## config.mk

```make
export PLATFORM = sky130hd
export DESIGN_NAME = complex_alu_pipe
export DESIGN_NICKNAME = d
export VERILOG_FILES = /design/src/rtl/complex_alu_pipe.sv
export SDC_FILE = /design/constraint.sdc
export NUM_CORES = 2
export LEC_CHECK = 0
export CAP_MARGIN = 15
export CELL_PAD_IN_SITES_DETAIL_PLACEMENT = 0
export CELL_PAD_IN_SITES_GLOBAL_PLACEMENT = 1
export CORE_AREA = 2 2 390 392
export CTS_CLUSTER_SIZE = 16
export DETAILED_ROUTE_END_ITERATION = 12
export DIE_AREA = 0 0 392 394
export PLACE_DENSITY = 0.78
export SYNTH_ARGS = -nofsm -noshare
export SYNTH_HDL_FRONTEND = slang
export SYNTH_SLANG_ARGS = --single-unit
```

## constraint.sdc

```tcl
create_clock -name clk -period 14.05 [get_ports clk]
set_clock_uncertainty 0.2 [all_clocks]
set_input_delay 1.405 -clock clk [delete_from_list [all_inputs] [get_ports clk]]
set_output_delay 1.405 -clock clk [all_outputs]
set_load 0.1 [all_outputs]
```

## src/rtl/complex_alu_pipe.sv

```systemverilog
// complex_alu_pipe: pipelined complex ALU (add/sub/mul/conj-mul/magsq/MAC) with Q-format scaling and saturation
module complex_alu_pipe #(
   parameter int W    = 16,
   parameter int FRAC = 0,
   parameter int SAT  = 1
) (
   input  logic           clk,
   input  logic           rst,
   input  logic           in_valid,
   output logic           in_ready,
   input  logic [3:0]     opcode,
   input  logic [2*W-1:0] operand1,
   input  logic [2*W-1:0] operand2,
   output logic           out_valid,
   input  logic           out_ready,
   output logic [2*W-1:0] result,
   output logic           out_ovf,
   output logic           out_err
);
   localparam int L = 2 * W + 2;
   logic                  en;
   logic                  s0_valid, s1_valid;
   logic [3:0]            s0_op, s1_op;
   logic [2*W-1:0]        s0_a, s0_b;
   logic [W-1:0]          ar, ai, br, bi, mr, mi;
   logic signed [2*W-1:0] arx, aix, mrx, mix;
   logic signed [2*W-1:0] p_rr, p_ii, p_ri, p_ir;
   logic [W:0]            s1_sr, s1_si;
   logic signed [L-1:0]   xrr, xii, xri, xir, pre_r, pre_i, sh_r, sh_i, v_r, v_i;
   logic [W:0]            c_r, c_i;
   logic [2*W-1:0]        acc;
   logic                  legal, add_op, mac_op, ld_acc;

   // narrows a full-precision value to W bits; MSB of the return flags out-of-range
   function automatic logic [W:0] clip(input logic signed [L-1:0] v);
      logic ovf;
      ovf = v[L-1:W-1] != {(L-W+1){v[W-1]}};
      return {ovf, (ovf && SAT != 0) ? {v[L-1], {(W-1){~v[L-1]}}} : v[W-1:0]};
   endfunction

   assign en       = ~out_valid | out_ready;
   assign in_ready = en & ~rst;
   assign {ar, ai} = s0_a;
   assign {br, bi} = s0_b;
   assign mr       = s0_op == 4'd4 ? ar : br;
   assign mi       = s0_op == 4'd4 ? ai : bi;
   assign arx      = {{W{ar[W-1]}}, ar};
   assign aix      = {{W{ai[W-1]}}, ai};
   assign mrx      = {{W{mr[W-1]}}, mr};
   assign mix      = {{W{mi[W-1]}}, mi};

   // operand capture so the multipliers are fed straight from flops
   always_ff @(posedge clk)
      if (rst) s0_valid <= 1'b0;
      else if (en) begin
         s0_valid <= in_valid;
         s0_op    <= opcode;
         s0_a     <= operand1;
         s0_b     <= operand2;
      end

   // four partial products (MAGSQ squares A by substituting B=A) and raw add/sub sums
   always_ff @(posedge clk)
      if (rst) s1_valid <= 1'b0;
      else if (en) begin
         s1_valid <= s0_valid;
         s1_op    <= s0_op;
         p_rr     <= arx * mrx;
         p_ii     <= aix * mix;
         p_ri     <= arx * mix;
         p_ir     <= aix * mrx;
         s1_sr    <= s0_op == 4'd1 ? {ar[W-1], ar} - {br[W-1], br} : {ar[W-1], ar} + {br[W-1], br};
         s1_si    <= s0_op == 4'd1 ? {ai[W-1], ai} - {bi[W-1], bi} : {ai[W-1], ai} + {bi[W-1], bi};
      end

   // combine products, scale, add accumulator for MAC, then narrow to W bits
   always_comb begin
      xrr    = {{2{p_rr[2*W-1]}}, p_rr};
      xii    = {{2{p_ii[2*W-1]}}, p_ii};
      xri    = {{2{p_ri[2*W-1]}}, p_ri};
      xir    = {{2{p_ir[2*W-1]}}, p_ir};
      pre_r  = (s1_op == 4'd3 || s1_op == 4'd4) ? xrr + xii : xrr - xii;
      pre_i  = s1_op == 4'd4 ? '0 : s1_op == 4'd3 ? xir - xri : xri + xir;
      sh_r   = pre_r >>> FRAC;
      sh_i   = pre_i >>> FRAC;
      add_op = s1_op < 4'd2;
      mac_op = s1_op == 4'd5;
      ld_acc = mac_op || s1_op == 4'd6;
      legal  = s1_op < 4'd7;
      v_r    = add_op ? {{(L-W-1){s1_sr[W]}}, s1_sr} : mac_op ? sh_r + {{(L-W){acc[2*W-1]}}, acc[2*W-1:W]} : sh_r;
      v_i    = add_op ? {{(L-W-1){s1_si[W]}}, s1_si} : mac_op ? sh_i + {{(L-W){acc[W-1]}}, acc[W-1:0]} : sh_i;
      c_r    = clip(v_r);
      c_i    = clip(v_i);
   end

   // registered outputs and accumulator; everything holds while the consumer stalls
   always_ff @(posedge clk)
      if (rst) begin
         out_valid <= 1'b0;
         result    <= '0;
         out_ovf   <= 1'b0;
         out_err   <= 1'b0;
         acc       <= '0;
      end else if (en) begin
         out_valid <= s1_valid;
         if (s1_valid) begin
            result  <= legal ? {c_r[W-1:0], c_i[W-1:0]} : '0;
            out_ovf <= legal & (c_r[W] | c_i[W]);
            out_err <= ~legal;
            if (ld_acc) acc <= {c_r[W-1:0], c_i[W-1:0]};
         end
      end
endmodule

```

# --- Word level (Yosys, flattened, before mapping) ---
# Index checks and enable logic that the tools add are counted.
op_classes:
  magnitude_cmp: 2
  multipliers: 4
  reduce_logical: 5
  bitwise_logic: 9
  mux: 14
  n_addsub: 10
  n_eq_ne: 8
op_table:
  columns: ["op", "count"]
  rows:
  - ["two-way mux 34 bit", 7]
  - ["multiplier 16 x 16 -> 32 bit", 4]
  - ["adder 34 bit", 2]
  - ["adder 32 x 32 -> 33 bit", 2]
  - ["subtractor 32 x 32 -> 33 bit", 2]
  - ["two-way mux 16 bit", 4]
  - ["!= test 18 bit", 2]
  - ["adder 16 x 16 -> 17 bit", 2]
  - ["two-way mux 17 bit", 2]
  - ["subtractor 16 x 16 -> 17 bit", 2]
  - ["two-way mux 32 bit", 1]
  - ["equality test 4 x 3 -> 1 bit (second input constant)", 4]
  - ["inverter 1 bit", 5]
  - ["equality test 4 x 1 -> 1 bit (second input constant)", 1]
  - ["equality test 4 x 2 -> 1 bit (second input constant)", 1]
  - ["less-than comparator 4 x 2 -> 1 bit (second input constant)", 1]
  - ["less-than comparator 4 x 3 -> 1 bit (second input constant)", 1]
  - ["AND reduction 2 bit", 2]
  - ["AND reduction 3 bit", 1]
  - ["bitwise AND 1 bit", 2]
  - ["logical OR 1 bit", 2]
  - ["bitwise OR 1 bit", 2]
totals:
  inputBits: 72
  regBits: 303
  word_cells: 69
  output_inout_bits: 36

# --- Depth between registers and ports, before layout ---
logic_depth:
  ltp_word: 9
  mapped_depth: 34

# --- Worst setup path before layout ---
# No wires, ideal clock.
synth_timing:
  kind: "input to output"
  startpoint: "input port rst"
  endpoint: "output port in_ready"
  arrival_time_ns: 12.543
  path_slack_ns: -0.098
  stages: 2
  path_cell_list: "clkbuf_1 nor2_1"
synth_between:
  elab_chain_cells: 2
synth_lines:
  columns: ["item", "line_no", "text"]
  rows:
  - ["start: declaration", "8", "input logic rst,"]
  - ["inverter 1 bit (no source line)", null, null]
  - ["bitwise AND 1 bit", "42", "assign in_ready = en & ~rst;"]
  - ["end: declaration", "10", "output logic in_ready,"]
# No other way between the ends.

# --- Worst setup path in the final report ---
layout_timing:
  startpoint: "register s0_op[3]"
  endpoint: "register p_rr[31] (data pin)"
layout_between:
  elab_chain_cells: 3
layout_lines:
  columns: ["item", "line_no", "text"]
  rows:
  - ["start: declaration", "23", "logic [3:0] s0_op, s1_op;"]
  - ["start signal: assignment", "57", "s0_op <= opcode;"]
  - ["equality test 4 x 3 -> 1 bit", "45", "assign mr = s0_op == 4'd4 ? ar : br;"]
  - ["two-way mux 16 bit", "45", null]
  - ["multiplier 16 x 16 -> 32 bit", "68", "p_rr <= arx * mrx;"]
  - ["end signal: assignment", "68", null]
  - ["end: declaration", "27", "logic signed [2*W-1:0] p_rr, p_ii, p_ri, p_ir;"]
# No other way between the ends.
# A chain may end at the register's enable or synchronous reset.

==> results.yml <==
yosys:
  ys_async_sr_fraction_pct: 0
  syn_avg_cell_area_sq_um: 9.21
  synth_edf_count: 234
  ys_types: 84
  yosys_warnings: 0
  yosys_most_used_dff: "edfxtp_1"
  synth-seq-area-share_pct: 14.0
  synth-seq-cells: 303
  syn_inst: 6506
  syn_nets: 8126
  syn-cell-area_sq_um: 59900
sta:
  rsz0062_at_grt: "no"
  setup_violations: 0
  tightest_slew_ns: 1.25
  finalHoldViolCount: 0
  timing.slew.headroom_pct: 16.1
  layout_min_cycle_time_ns: 9.37
  finalSetupTns_ns: 0
  drv_slew: 0
  period_share_pct: 66.7
  max_freq_mhz: 107
global_routing:
  grt_max_degree: 115
  grt_use_total_pct: 21.6
  grt_pass1_vias: 46600
  overflow: 0
  antenna_found_initial: 7
  grt_pass1_wl_microns: 263000
routing:
  viasPerCell: 5.27
  num_vias: 44900
  drtIter0Drc: 3168
  drcViolationCount: 0
  drtPass1Iterations: 6
  wl_per_cell_microns: 19.1
  ant_nets: 0
  wirelength_microns: 163000
clock_tree:
  clk_latency_ns: 0.63
  cts_sinks: 303
  postCtsSetupBuffers: 0
  cts_buffers: 40
  hold_buffers: 0
  cts_resized: 0
  cts_tree: "built"
  clockBufferDepth: 3
  cts_htree_levels: 2
  cts.reportedPaths.clkPinSlew_ns: 0.06
  cts-root-buf: "clkbuf_16"
critical_path:
  critPathMaxFanout: 43
  critPathMaxStageDelay_ns: 0.77
  cpMaxStageDelayCell: "mux2_2"
  critical_path_class: "reg2reg"
  cp.required_ns: 14.21
  end_kind: "register"
  critPathArrivalTime_ns: 9.53
  start_kind: "register"
worst_hold_path:
  hold_class: "reg2reg"
floorplanning:
  ios: 108
  core_sq_um: 151000
  fp.dieW_microns: 392
  floorplan.initialDensity_pct: 39.8
  die_height_microns: 394
  dieArea_sq_um: 154000
  num_rows: 143
run:
  cap_violations: 0
placed_design:
  port-buffer-count: 107
  routabilityCongestion: 0.882
  dpl.hpwl_microns: 129000
outcome:
  status: "completed"
final_layout:
  nNetsFinal: 8075
  drive_gt1_share_pct: 4.10
  syn_to_final_growth_pct: 7.67
routing by layer:
metal | GRT usage, % | vias up | wire length (microns) | part of all wire [%]
met3 | 3.39 | 195 | 11000 | 6.8
met4 | 5.29 | 12 | 4100 | 2.5
li1 | - | 20500 | - | -
met2 | 34.1 | 1371 | 73700 | 45
met1 | 31.0 | 22700 | 74000 | 45
met5 | 0 | - | 76 | 0.047
layout make-up:
type,count,area [sq um]
antenna,2,5.00
clock buffer,51,1180
clock inverter,22,203
fill,14700,86200
inverter,1222,4590
multi-input combinational,4707,45900
sequential,303,8410
tap,2030,2540
timing repair buffer,181,1640
registers in the layout, summed over array words and instances (netlist names), 17 cells and up:
register  count
p_ii         32
s1_sr        17
s0_b         32
s0_a         32
p_rr         32
result       32
p_ri         32
s1_si        17
acc          32
p_ir         32
worst max-delay path: cells and delay by family (launching register included):
kind	cells	cell delay, ns
fa+ha+maj	7	3.33
xor+xnor	1	0.15
buf+inv	8	1.37
flops	1	0.46
compound gates	6	1.58
mux	1	0.77
simple gates	7	1.22
synth_stat cells (all sizes together), types with 31 or more instances:
library cell	count	area, sq um
inv	1220	4580
fa	1054	21100
nand2	743	2790
ha	494	6180
and2	319	2000
a21oi	297	1490
nor2	288	1080
clkbuf	260	976
xnor2	251	2200
edfxtp	234	7030
o21ai	180	901
xor2	112	981
a21o	103	773
nor2b	86	538
dfxtp	69	1380
or2	65	407
o21a	55	413
nor3	53	265
o211ai	47	403
a211oi	39	293
o21bai	39	293
a31oi	38	238
nand3	37	185
a221o	35	350
nand2b	34	213
and3	31	194
mux2i	31	310
placed cells by master (no fill, tap or decap), drive strengths merged, types with 8 or more instances in the layout:
cell type,netlist,layout
mux2i,31,31
and3,31,31
and2,319,319
nor3b,8,8
nand4,25,25
fa,1054,1054
a21boi,12,12
o211ai,47,47
a21oi,297,297
a31oi,38,38
nand3,37,37
xnor2,251,251
a21o,103,103
o21ai,180,180
inv,1220,1224
nor3,53,53
nand2b,34,34
o31ai,24,24
o22ai,10,10
nor2b,86,86
o21a,55,55
clkinv,2,13
clkdlybuf4s50,0,107
a41oi,8,8
dfxtp,69,69
mux2,25,25
edfxtp,234,234
a221oi,8,8
clkbuf,260,51
or3,25,25
or2,65,65
nand2,743,743
nor2,288,288
a221o,35,35
o21bai,39,39
a211oi,39,39
xor2,112,112
buf,14,74
nor4,19,19
ha,494,494
path summary, 6_finish.rpt:
kind,start,end,slack [ns],cells after the start
worst max-delay path,s0_op[3]$_DFFE_PP_,p_rr[31]$_DFFE_PP_,4.68,30
worst min-delay path,out_ovf$_SDFFE_PP0P_,out_ovf$_SDFFE_PP0P_,0.24,2
worst max register to register,s0_op[3]$_DFFE_PP_,p_rr[31]$_DFFE_PP_,4.68,30
worst min register to register,out_ovf$_SDFFE_PP0P_,out_ovf$_SDFFE_PP0P_,0.24,2
through the flow:
step                hold slack (ns)  utilization [%]  cell area [sq um]  worst slack, ns  std cells
CTS                           0.244             42.8              64500             4.68       8516
global route                  0.271             42.8              64500             4.00       8516
floorplan                     0.232                -              59900             4.18       6506
global placement              0.232             41.9              63100             4.72       8442
detailed placement            0.235             41.9              63100             4.68       8443
finish                        0.242             42.8              64500             4.68       8518
cell families (layout without fill, tap and decap cells):
group / after synthesis / after routing / share of synthesized area (%)
fa+ha+maj: 1548 / 1548 / 45.5
other cells: 0 / 2 / 0
flops: 303 / 303 / 14.0
compound gates: 967 / 967 / 10.5
mux: 56 / 56 / 0.988
buf+inv: 1496 / 1476 / 9.40
xor+xnor: 363 / 363 / 5.31
simple gates: 1773 / 1773 / 14.2
Power is not shown: default switching activity piles up to over one toggle a cycle in this logic, so the estimate is an artifact.
